[src/rtl/i2c_target_write_receiver_if.sv]
// Signal bundle between the I2C pins / byte consumer and the write receiver.
// The slave modport is the receiver's view; master is the bus + consumer side.
interface i2c_target_write_receiver_if #(
    parameter int DATA_WIDTH    = 8,
    parameter int MAXIMUM_BYTES = 128
);
    localparam int COUNT_WIDTH = $clog2(MAXIMUM_BYTES + 1);

    logic                   scl_i;
    logic                   sda_i;
    logic                   sda_oen;
    logic [DATA_WIDTH-1:0]  rx_data;
    logic                   rx_valid;
    logic                   rx_first;
    logic [COUNT_WIDTH-1:0] rx_count;
    logic                   busy;
    logic                   stop_seen;
    logic                   overflow;

    modport slave (
        input  scl_i, sda_i,
        output sda_oen, rx_data, rx_valid, rx_first, rx_count, busy, stop_seen, overflow
    );

    modport master (
        output scl_i, sda_i,
        input  sda_oen, rx_data, rx_valid, rx_first, rx_count, busy, stop_seen, overflow
    );
endinterface

[src/rtl/i2c_target_write_receiver.sv]
// I2C target write-only receiver: oversamples SCL/SDA, detects START/STOP,
// matches the own address, ACKs/NACKs on SDA and strobes out data bytes.
module i2c_target_write_receiver #(
    parameter int                             SLAVE_ADDRESS_WIDTH = 7,
    parameter int                             DATA_WIDTH          = 8,
    parameter logic [SLAVE_ADDRESS_WIDTH-1:0] SLAVE_ADDRESS       = 7'h68,
    parameter int                             MAXIMUM_BYTES       = 128
) (
    input  logic                        pclk,
    input  logic                        presetn,
    i2c_target_write_receiver_if.slave  bus
);
    localparam int ADDR_BITS     = SLAVE_ADDRESS_WIDTH + 1;
    localparam int SHIFT_WIDTH   = (DATA_WIDTH > ADDR_BITS) ? DATA_WIDTH : ADDR_BITS;
    localparam int BIT_CNT_WIDTH = $clog2(SHIFT_WIDTH + 1);
    localparam int COUNT_WIDTH   = $clog2(MAXIMUM_BYTES + 1);
    localparam logic [BIT_CNT_WIDTH-1:0] ADDR_LAST = BIT_CNT_WIDTH'(ADDR_BITS - 1);
    localparam logic [BIT_CNT_WIDTH-1:0] DATA_LAST = BIT_CNT_WIDTH'(DATA_WIDTH - 1);
    localparam logic [COUNT_WIDTH-1:0]   COUNT_MAX = COUNT_WIDTH'(MAXIMUM_BYTES);

    typedef enum logic [2:0] {
        ST_IDLE     = 3'd0,
        ST_ADDR     = 3'd1,
        ST_ADDR_ACK = 3'd2,
        ST_DATA     = 3'd3,
        ST_DATA_ACK = 3'd4,
        ST_IGNORE   = 3'd5
    } state_t;

    state_t state_q, state_d;

    // Synchronizer stages and one-cycle-delayed copies for edge detection.
    logic scl_meta_q, scl_sync_q, scl_dly_q;
    logic sda_meta_q, sda_sync_q, sda_dly_q;

    logic [SHIFT_WIDTH-1:0]   shift_q, shift_d;
    logic [BIT_CNT_WIDTH-1:0] bit_cnt_q, bit_cnt_d;
    logic                     ack_phase_q, ack_phase_d;  // 1 = ACK slot in progress
    logic                     ack_q, ack_d;              // current data byte is ACKed
    logic                     first_q, first_d;          // next data byte is the first
    logic                     sda_oen_q, sda_oen_d;
    logic [DATA_WIDTH-1:0]    rx_data_q, rx_data_d;
    logic                     rx_valid_q, rx_valid_d;
    logic                     rx_first_q, rx_first_d;
    logic [COUNT_WIDTH-1:0]   rx_count_q, rx_count_d;
    logic                     busy_q, busy_d;
    logic                     stop_seen_q, stop_seen_d;
    logic                     overflow_q, overflow_d;

    logic                   scl_rise_s, scl_fall_s, start_s, stop_s;
    logic [SHIFT_WIDTH-1:0] shift_in_s;
    logic                   addr_ok_s;

    assign scl_rise_s = scl_sync_q & ~scl_dly_q;
    assign scl_fall_s = ~scl_sync_q & scl_dly_q;
    assign start_s    = sda_dly_q & ~sda_sync_q & scl_sync_q;
    assign stop_s     = ~sda_dly_q & sda_sync_q & scl_sync_q;
    assign shift_in_s = {shift_q[SHIFT_WIDTH-2:0], sda_sync_q};
    assign addr_ok_s  = (shift_in_s[ADDR_BITS-1:1] == SLAVE_ADDRESS) && (shift_in_s[0] == 1'b0);

    // Pin synchronizers; they load the idle-bus level (1) in reset.
    always_ff @(posedge pclk) begin
        if (!presetn) begin
            scl_meta_q <= 1'b1;
            scl_sync_q <= 1'b1;
            scl_dly_q  <= 1'b1;
            sda_meta_q <= 1'b1;
            sda_sync_q <= 1'b1;
            sda_dly_q  <= 1'b1;
        end else begin
            scl_meta_q <= bus.scl_i;
            scl_sync_q <= scl_meta_q;
            scl_dly_q  <= scl_sync_q;
            sda_meta_q <= bus.sda_i;
            sda_sync_q <= sda_meta_q;
            sda_dly_q  <= sda_sync_q;
        end
    end

    // FSM state register.
    always_ff @(posedge pclk) begin
        if (!presetn) begin
            state_q <= ST_IDLE;
        end else begin
            state_q <= state_d;
        end
    end

    // Next-state logic; bus START/STOP override any SCL edge seen in the same cycle.
    always_comb begin
        state_d = state_q;
        if (stop_s) begin
            state_d = ST_IDLE;
        end else if (start_s) begin
            state_d = ST_ADDR;
        end else begin
            case (state_q)
                ST_IDLE:     state_d = ST_IDLE;
                ST_ADDR: begin
                    if (scl_rise_s && (bit_cnt_q == ADDR_LAST)) begin
                        state_d = addr_ok_s ? ST_ADDR_ACK : ST_IGNORE;
                    end else begin
                        state_d = ST_ADDR;
                    end
                end
                ST_ADDR_ACK: state_d = (scl_fall_s && ack_phase_q) ? ST_DATA : ST_ADDR_ACK;
                ST_DATA:     state_d = (scl_rise_s && (bit_cnt_q == DATA_LAST)) ? ST_DATA_ACK : ST_DATA;
                ST_DATA_ACK: state_d = (scl_fall_s && ack_phase_q) ? ST_DATA : ST_DATA_ACK;
                ST_IGNORE:   state_d = ST_IGNORE;
                default:     state_d = ST_IDLE;
            endcase
        end
    end

    // Datapath and output next-values; SDA is only changed on an SCL falling edge.
    always_comb begin
        shift_d     = shift_q;
        bit_cnt_d   = bit_cnt_q;
        ack_phase_d = ack_phase_q;
        ack_d       = ack_q;
        first_d     = first_q;
        sda_oen_d   = sda_oen_q;
        rx_data_d   = rx_data_q;
        rx_valid_d  = 1'b0;
        rx_first_d  = rx_first_q;
        rx_count_d  = rx_count_q;
        busy_d      = busy_q;
        stop_seen_d = 1'b0;
        overflow_d  = overflow_q;
        if (stop_s) begin
            sda_oen_d   = 1'b1;
            busy_d      = 1'b0;
            stop_seen_d = 1'b1;
            bit_cnt_d   = '0;
            ack_phase_d = 1'b0;
        end else if (start_s) begin
            sda_oen_d   = 1'b1;
            busy_d      = 1'b1;
            bit_cnt_d   = '0;
            ack_phase_d = 1'b0;
            first_d     = 1'b0;
            rx_count_d  = '0;
            overflow_d  = 1'b0;
        end else begin
            case (state_q)
                ST_ADDR: begin
                    if (scl_rise_s) begin
                        shift_d   = shift_in_s;
                        bit_cnt_d = (bit_cnt_q == ADDR_LAST) ? '0 : bit_cnt_q + BIT_CNT_WIDTH'(1);
                    end else begin
                        shift_d = shift_q;
                    end
                end
                ST_ADDR_ACK: begin
                    if (scl_fall_s && !ack_phase_q) begin
                        sda_oen_d   = 1'b0;
                        ack_phase_d = 1'b1;
                    end else if (scl_fall_s) begin
                        sda_oen_d   = 1'b1;
                        ack_phase_d = 1'b0;
                        first_d     = 1'b1;
                    end else begin
                        sda_oen_d = sda_oen_q;
                    end
                end
                ST_DATA: begin
                    if (scl_rise_s && (bit_cnt_q == DATA_LAST)) begin
                        shift_d    = shift_in_s;
                        bit_cnt_d  = '0;
                        rx_data_d  = shift_in_s[DATA_WIDTH-1:0];
                        rx_valid_d = 1'b1;
                        rx_first_d = first_q;
                        first_d    = 1'b0;
                        if (rx_count_q < COUNT_MAX) begin
                            rx_count_d = rx_count_q + COUNT_WIDTH'(1);
                            ack_d      = 1'b1;
                        end else begin
                            overflow_d = 1'b1;
                            ack_d      = 1'b0;
                        end
                    end else if (scl_rise_s) begin
                        shift_d   = shift_in_s;
                        bit_cnt_d = bit_cnt_q + BIT_CNT_WIDTH'(1);
                    end else begin
                        shift_d = shift_q;
                    end
                end
                ST_DATA_ACK: begin
                    if (scl_fall_s && !ack_phase_q) begin
                        sda_oen_d   = ~ack_q;
                        ack_phase_d = 1'b1;
                    end else if (scl_fall_s) begin
                        sda_oen_d   = 1'b1;
                        ack_phase_d = 1'b0;
                    end else begin
                        sda_oen_d = sda_oen_q;
                    end
                end
                ST_IDLE:   sda_oen_d = 1'b1;
                ST_IGNORE: sda_oen_d = 1'b1;
                default:   sda_oen_d = 1'b1;
            endcase
        end
    end

    // Datapath and output registers; reset releases SDA on the same edge.
    always_ff @(posedge pclk) begin
        if (!presetn) begin
            shift_q     <= '0;
            bit_cnt_q   <= '0;
            ack_phase_q <= 1'b0;
            ack_q       <= 1'b0;
            first_q     <= 1'b0;
            sda_oen_q   <= 1'b1;
            rx_data_q   <= '0;
            rx_valid_q  <= 1'b0;
            rx_first_q  <= 1'b0;
            rx_count_q  <= '0;
            busy_q      <= 1'b0;
            stop_seen_q <= 1'b0;
            overflow_q  <= 1'b0;
        end else begin
            shift_q     <= shift_d;
            bit_cnt_q   <= bit_cnt_d;
            ack_phase_q <= ack_phase_d;
            ack_q       <= ack_d;
            first_q     <= first_d;
            sda_oen_q   <= sda_oen_d;
            rx_data_q   <= rx_data_d;
            rx_valid_q  <= rx_valid_d;
            rx_first_q  <= rx_first_d;
            rx_count_q  <= rx_count_d;
            busy_q      <= busy_d;
            stop_seen_q <= stop_seen_d;
            overflow_q  <= overflow_d;
        end
    end

    assign bus.sda_oen   = sda_oen_q;
    assign bus.rx_data   = rx_data_q;
    assign bus.rx_valid  = rx_valid_q;
    assign bus.rx_first  = rx_first_q;
    assign bus.rx_count  = rx_count_q;
    assign bus.busy      = busy_q;
    assign bus.stop_seen = stop_seen_q;
    assign bus.overflow  = overflow_q;
endmodule

[src/flat_wrapper.sv]
// flat-port wrapper written by rule: the top's interface ports become plain ports
module i2c_target_write_receiver_flat 
#(
    parameter int                             SLAVE_ADDRESS_WIDTH = 7,
    parameter int                             DATA_WIDTH          = 8,
    parameter logic [SLAVE_ADDRESS_WIDTH-1:0] SLAVE_ADDRESS       = 7'h68,
    parameter int                             MAXIMUM_BYTES       = 128
)
  (pclk, presetn, bus_scl_i, bus_sda_i, bus_sda_oen, bus_rx_data, bus_rx_valid, bus_rx_first, bus_rx_count, bus_busy, bus_stop_seen, bus_overflow);
  i2c_target_write_receiver_if #(.DATA_WIDTH(DATA_WIDTH), .MAXIMUM_BYTES(MAXIMUM_BYTES)) bus_i ();
  input  logic pclk;
  input  logic presetn;
  input wire logic [$bits(bus_i.scl_i)-1:0] bus_scl_i;
  input wire logic [$bits(bus_i.sda_i)-1:0] bus_sda_i;
  output wire logic [$bits(bus_i.sda_oen)-1:0] bus_sda_oen;
  output wire logic [$bits(bus_i.rx_data)-1:0] bus_rx_data;
  output wire logic [$bits(bus_i.rx_valid)-1:0] bus_rx_valid;
  output wire logic [$bits(bus_i.rx_first)-1:0] bus_rx_first;
  output wire logic [$bits(bus_i.rx_count)-1:0] bus_rx_count;
  output wire logic [$bits(bus_i.busy)-1:0] bus_busy;
  output wire logic [$bits(bus_i.stop_seen)-1:0] bus_stop_seen;
  output wire logic [$bits(bus_i.overflow)-1:0] bus_overflow;
  assign bus_i.scl_i = bus_scl_i;
  assign bus_i.sda_i = bus_sda_i;
  assign bus_sda_oen = bus_i.sda_oen;
  assign bus_rx_data = bus_i.rx_data;
  assign bus_rx_valid = bus_i.rx_valid;
  assign bus_rx_first = bus_i.rx_first;
  assign bus_rx_count = bus_i.rx_count;
  assign bus_busy = bus_i.busy;
  assign bus_stop_seen = bus_i.stop_seen;
  assign bus_overflow = bus_i.overflow;
  i2c_target_write_receiver #(.SLAVE_ADDRESS_WIDTH(SLAVE_ADDRESS_WIDTH), .DATA_WIDTH(DATA_WIDTH), .SLAVE_ADDRESS(SLAVE_ADDRESS), .MAXIMUM_BYTES(MAXIMUM_BYTES)) u_core (.pclk(pclk), .presetn(presetn), .bus(bus_i));
endmodule
[config.mk]
export PLATFORM = sky130hd
export DESIGN_NAME = i2c_target_write_receiver_flat
export DESIGN_NICKNAME = d
export VERILOG_FILES = /design/src/rtl/i2c_target_write_receiver_if.sv /design/src/rtl/i2c_target_write_receiver.sv /design/src/flat_wrapper.sv
export SDC_FILE = /design/constraint.sdc
export NUM_CORES = 1
export LEC_CHECK = 0
export CORE_ASPECT_RATIO = 2
export CORE_MARGIN = 2
export CORE_UTILIZATION = 50
export DETAILED_ROUTE_END_ITERATION = 6
export HOLD_SLACK_MARGIN = 0.12
export PLACE_DENSITY = 0.81
export SLEW_MARGIN = 20
export SYNTH_ARGS = -nofsm -noshare
export SYNTH_HDL_FRONTEND = slang
export SYNTH_SLANG_ARGS = --single-unit
[constraint.sdc]
create_clock -name pclk -period 2.5 [get_ports pclk]
set_input_delay 0.625 -clock pclk [delete_from_list [all_inputs] [get_ports pclk]]
set_output_delay 0.625 -clock pclk [all_outputs]
set_load 0.03 [all_outputs]
==> impl_metrics.csv <==
group,metric,value,unit
outcome,status,"finished, final reports clean",
sta,rsz0062_at_grt,"no",
worst_setup_path,worstSetupPathType,"register to output port",
pwr,cellPowerDensity,496,nW/um2
cells_and_area,fill_cells,391,
detailed_routing,route.detailed.drc,0,
worst_setup_path,crit_required,1.88,ns
place,dp.cells,291,
synthesis,synthFlopType,"dfxtp_1",
sta,relSlewSlack,66.7,%
detailed_routing,drtIter0Drc,34,
hold_path,hold_start,"u_core.sda_meta_q",
pwr,internal_power,946,uW
detailed_routing,viasPerCell,5.41,
worst_setup_path,critical_path.max_fanout,8,
die,die_y,94.9,um
clocking,cts_resized,0,
detailed_routing,vias,1618,
worst_setup_path,cp_slowest_cell,"clkdlybuf4s50_1",
synthesis,syn_inst,216,
place,io_buffers,25,
synthesis,synth.distinct_cells,49,
worst_setup_path,critPathLaunch,"u_core.bus.rx_count[2]",
clocking,cts_tree,"done",
synthesis,synth_warnings,0,
clocking,postCtsHoldBufs,0,
synthesis,seq_area_frac_synth,43.6,%
global_routing,antenna_found_initial,0,
cells_and_area,nNetsFinal,252,
die,design.core.area,4050,um2
worst_setup_path,reg2reg_from,"u_core.state_q[0]",
pwr,p_leak,0.842,nW
worst_setup_path,cp.arrival,1.50,ns
synthesis,synth_edf_count,0,
die,die_w,49.5,um
worst_setup_path,cp_cell_sequence,"clkdlybuf4s50_1",
worst_setup_path,worst-path-buf-inv,1,
worst_setup_path,cp_top_family,"buffers and inverters",
global_routing,grt_pass1_wl,7.16,mm
clocking,htreeDepth,2,
job,maxCapViolations,0,
synthesis,synthSimpleGateAreaFrac,23.9,%
pwr,p_sw,284,uW
clocking,clk_latency,0.30,ns
synthesis,synth_compound_area_share,14.0,%
sta,min_period_over_period,85.1,%
cells_and_area,antenna_cells,0,
die,start_util,51.1,%
global_routing,grt_max_degree,22,
synthesis,synth_area,2070,um2
hold_path,hold_path_class,"register to register",
cells_and_area,drive_gt1_share,8.50,%
die,num_rows,33,
detailed_routing,avgRoutedWirePerCell,13.7,um
pwr,swShare,23.1,%
sta,finalSetupViolations,0,
pwr,ir_drop,0.476,mV
global_routing,grt_pass1_vias,1609,
synthesis,synth_xor_area_share,2.54,%
worst_setup_path,worstSetupStartpointType,"register",
synthesis,yosys-mux-area-fraction,10.2,%
cells_and_area,final_cell_mix,"dfxtp_1, clkdlybuf4s50_1, mux2i_1",
synthesis,synth.avg_cell_area,9.57,um2
die,num_io_pins,26,
synthesis,synth_seq_cells,45,
place,dpl-instance-area,2390,um2
clocking,cts_setup_buffers,0,
cells_and_area,final_common_cell,"dfxtp_1",
sta,worst_pin_slew,0.499,ns
clocking,root_buffer,"clkbuf_8",
pwr,power.share.clock,35.5,%
place,place_congestion,0.871,
sta,fin_skew,0.00875,ns
worst_setup_path,endpoint_kind,"output port",
synthesis,synth-adder-area-share,1.21,%
detailed_routing,postRouteAntennaNets,0,
pwr,power_frac_seq,59.1,%
worst_setup_path,max_stage_delay,0.72,ns
cells_and_area,syn_to_final_growth,19.9,%
cells_and_area,stdcell_count,299,
synthesis,synth_top_family_by_area,"simple AND/OR/NAND/NOR gates",
global_routing,grt_usage,19.5,%
cells_and_area,design_area,2480,um2
sta,timing.final.max_slew_violations,0,
sta,finalHoldViolCount,0,
synthesis,syn_nets,222,
detailed_routing,wirelength,4.10,mm
clocking,numCtsBuffers,5,
die,dieArea,4700,um2
sta,tns,0,ns
sta,max_freq,470,MHz
detailed_routing,dr.pass1.iters,4,
clocking,cts_max_path_buffers,2,
sta,min_period,2.13,ns
global_routing,grt_overflow,0,
place,dp_hpwl,2.95,mm
pwr,combPwrFrac,5.4,%
synthesis,async_flop_share,0,%
clocking,cts.sinks,45,
clocking,cts.reportedPaths.clkPinSlew,0.08,ns
-- synthesized netlist by cell type, drive strengths merged (2+ instances only) --
| cell | count | area (um2) |
|---|---|---|
| nor4b | 2 | 17.5 |
| nand4 | 4 | 25.0 |
| xor2 | 4 | 35.0 |
| nor3 | 2 | 10.0 |
| nand2b | 11 | 68.8 |
| and2 | 4 | 25.0 |
| o211ai | 2 | 15.0 |
| a21oi | 5 | 25.0 |
| nand3b | 3 | 26.3 |
| or4 | 2 | 15.0 |
| nor2b | 18 | 113 |
| mux2i | 21 | 210 |
| o31ai | 3 | 22.5 |
| nand2 | 16 | 60.1 |
| ha | 2 | 25.0 |
| nor4bb | 2 | 20.0 |
| and3 | 3 | 18.8 |
| inv | 7 | 26.3 |
| o21a | 2 | 15.0 |
| dfxtp | 45 | 901 |
| o22ai | 2 | 12.5 |
| nor2 | 7 | 26.3 |
| buf | 5 | 43.8 |
| or3 | 2 | 13.8 |
| nand3 | 4 | 20.0 |
| a21boi | 5 | 37.5 |
| xnor2 | 2 | 17.5 |
| clkbuf | 6 | 23.8 |
| o21ai | 10 | 50.1 |
-- kinds of logic (layout without fill, tap and decap cells) --
kind of cell / Yosys count / in the layout
XOR/XNOR: 6 / 6
adder cells (fa/ha/maj): 2 / 2
flip-flops: 45 / 45
multiplexers: 21 / 21
AND/OR/NAND/NOR: 84 / 84
AO/OA/AOI/OAI: 40 / 40
buffers and inverters: 18 / 49
-- power groups by stage --
stage	clock network (mW)	logic, mW	registers, mW
finish	0.437	0.0658	0.727
CTS	0.447	0.0662	0.727
floorplan	0	0.0462	0.745
global route	0.476	0.0733	0.728
global placement	0	0.0655	0.744
detailed placement	0	0.0660	0.744
-- per-stage QoR --
stage / setup WS [ns] / utilization (%) / power (mW) / hold slack [ns]
6_report: 0.373 / 61.2 / 1.23 / 0.403
5_1_grt: 0.327 / 61.2 / 1.28 / 0.437
4_1_cts: 0.375 / 61.2 / 1.24 / 0.404
3_5_place_dp: 0.541 / 59.2 / 0.810 / 0.391
3_3_place_gp: 0.558 / 59.2 / 0.809 / 0.390
2_1_floorplan: 0.595 / - / 0.791 / 0.386
-- worst paths after layout --
kind	depth (start not counted)	endpoint	slack [ns]
max	1	bus_rx_count[2]	0.37
min reg2reg	1	u_core.sda_sync_q	0.40
max reg2reg	4	u_core.bus.rx_count[3]	0.48
min	1	u_core.sda_sync_q	0.40
-- metal layers --
layer / track usage (%) / wire length [um] / vias up
li1: - / - / 821
met1: 20.9 / 1650 / 758
met2: 34.9 / 2180 / 32
met3: 4.43 / 157 / 7
met4: 10.6 / 106 / 0
met5: 0 / 0 / -
-- final cells by class --
cell class                 instances  area (um2)  area share [%]
multi-input combinational        153        1080            43.8
sequential                        45         901            36.4
timing repair buffer              34         318            12.8
clock buffer                       6        72.6            2.93
tap                               52        65.1            2.63
inverter                           7        26.3            1.06
clock inverter                     2        10.0           0.404
Note: power is estimated with default switching activity, not from simulation.
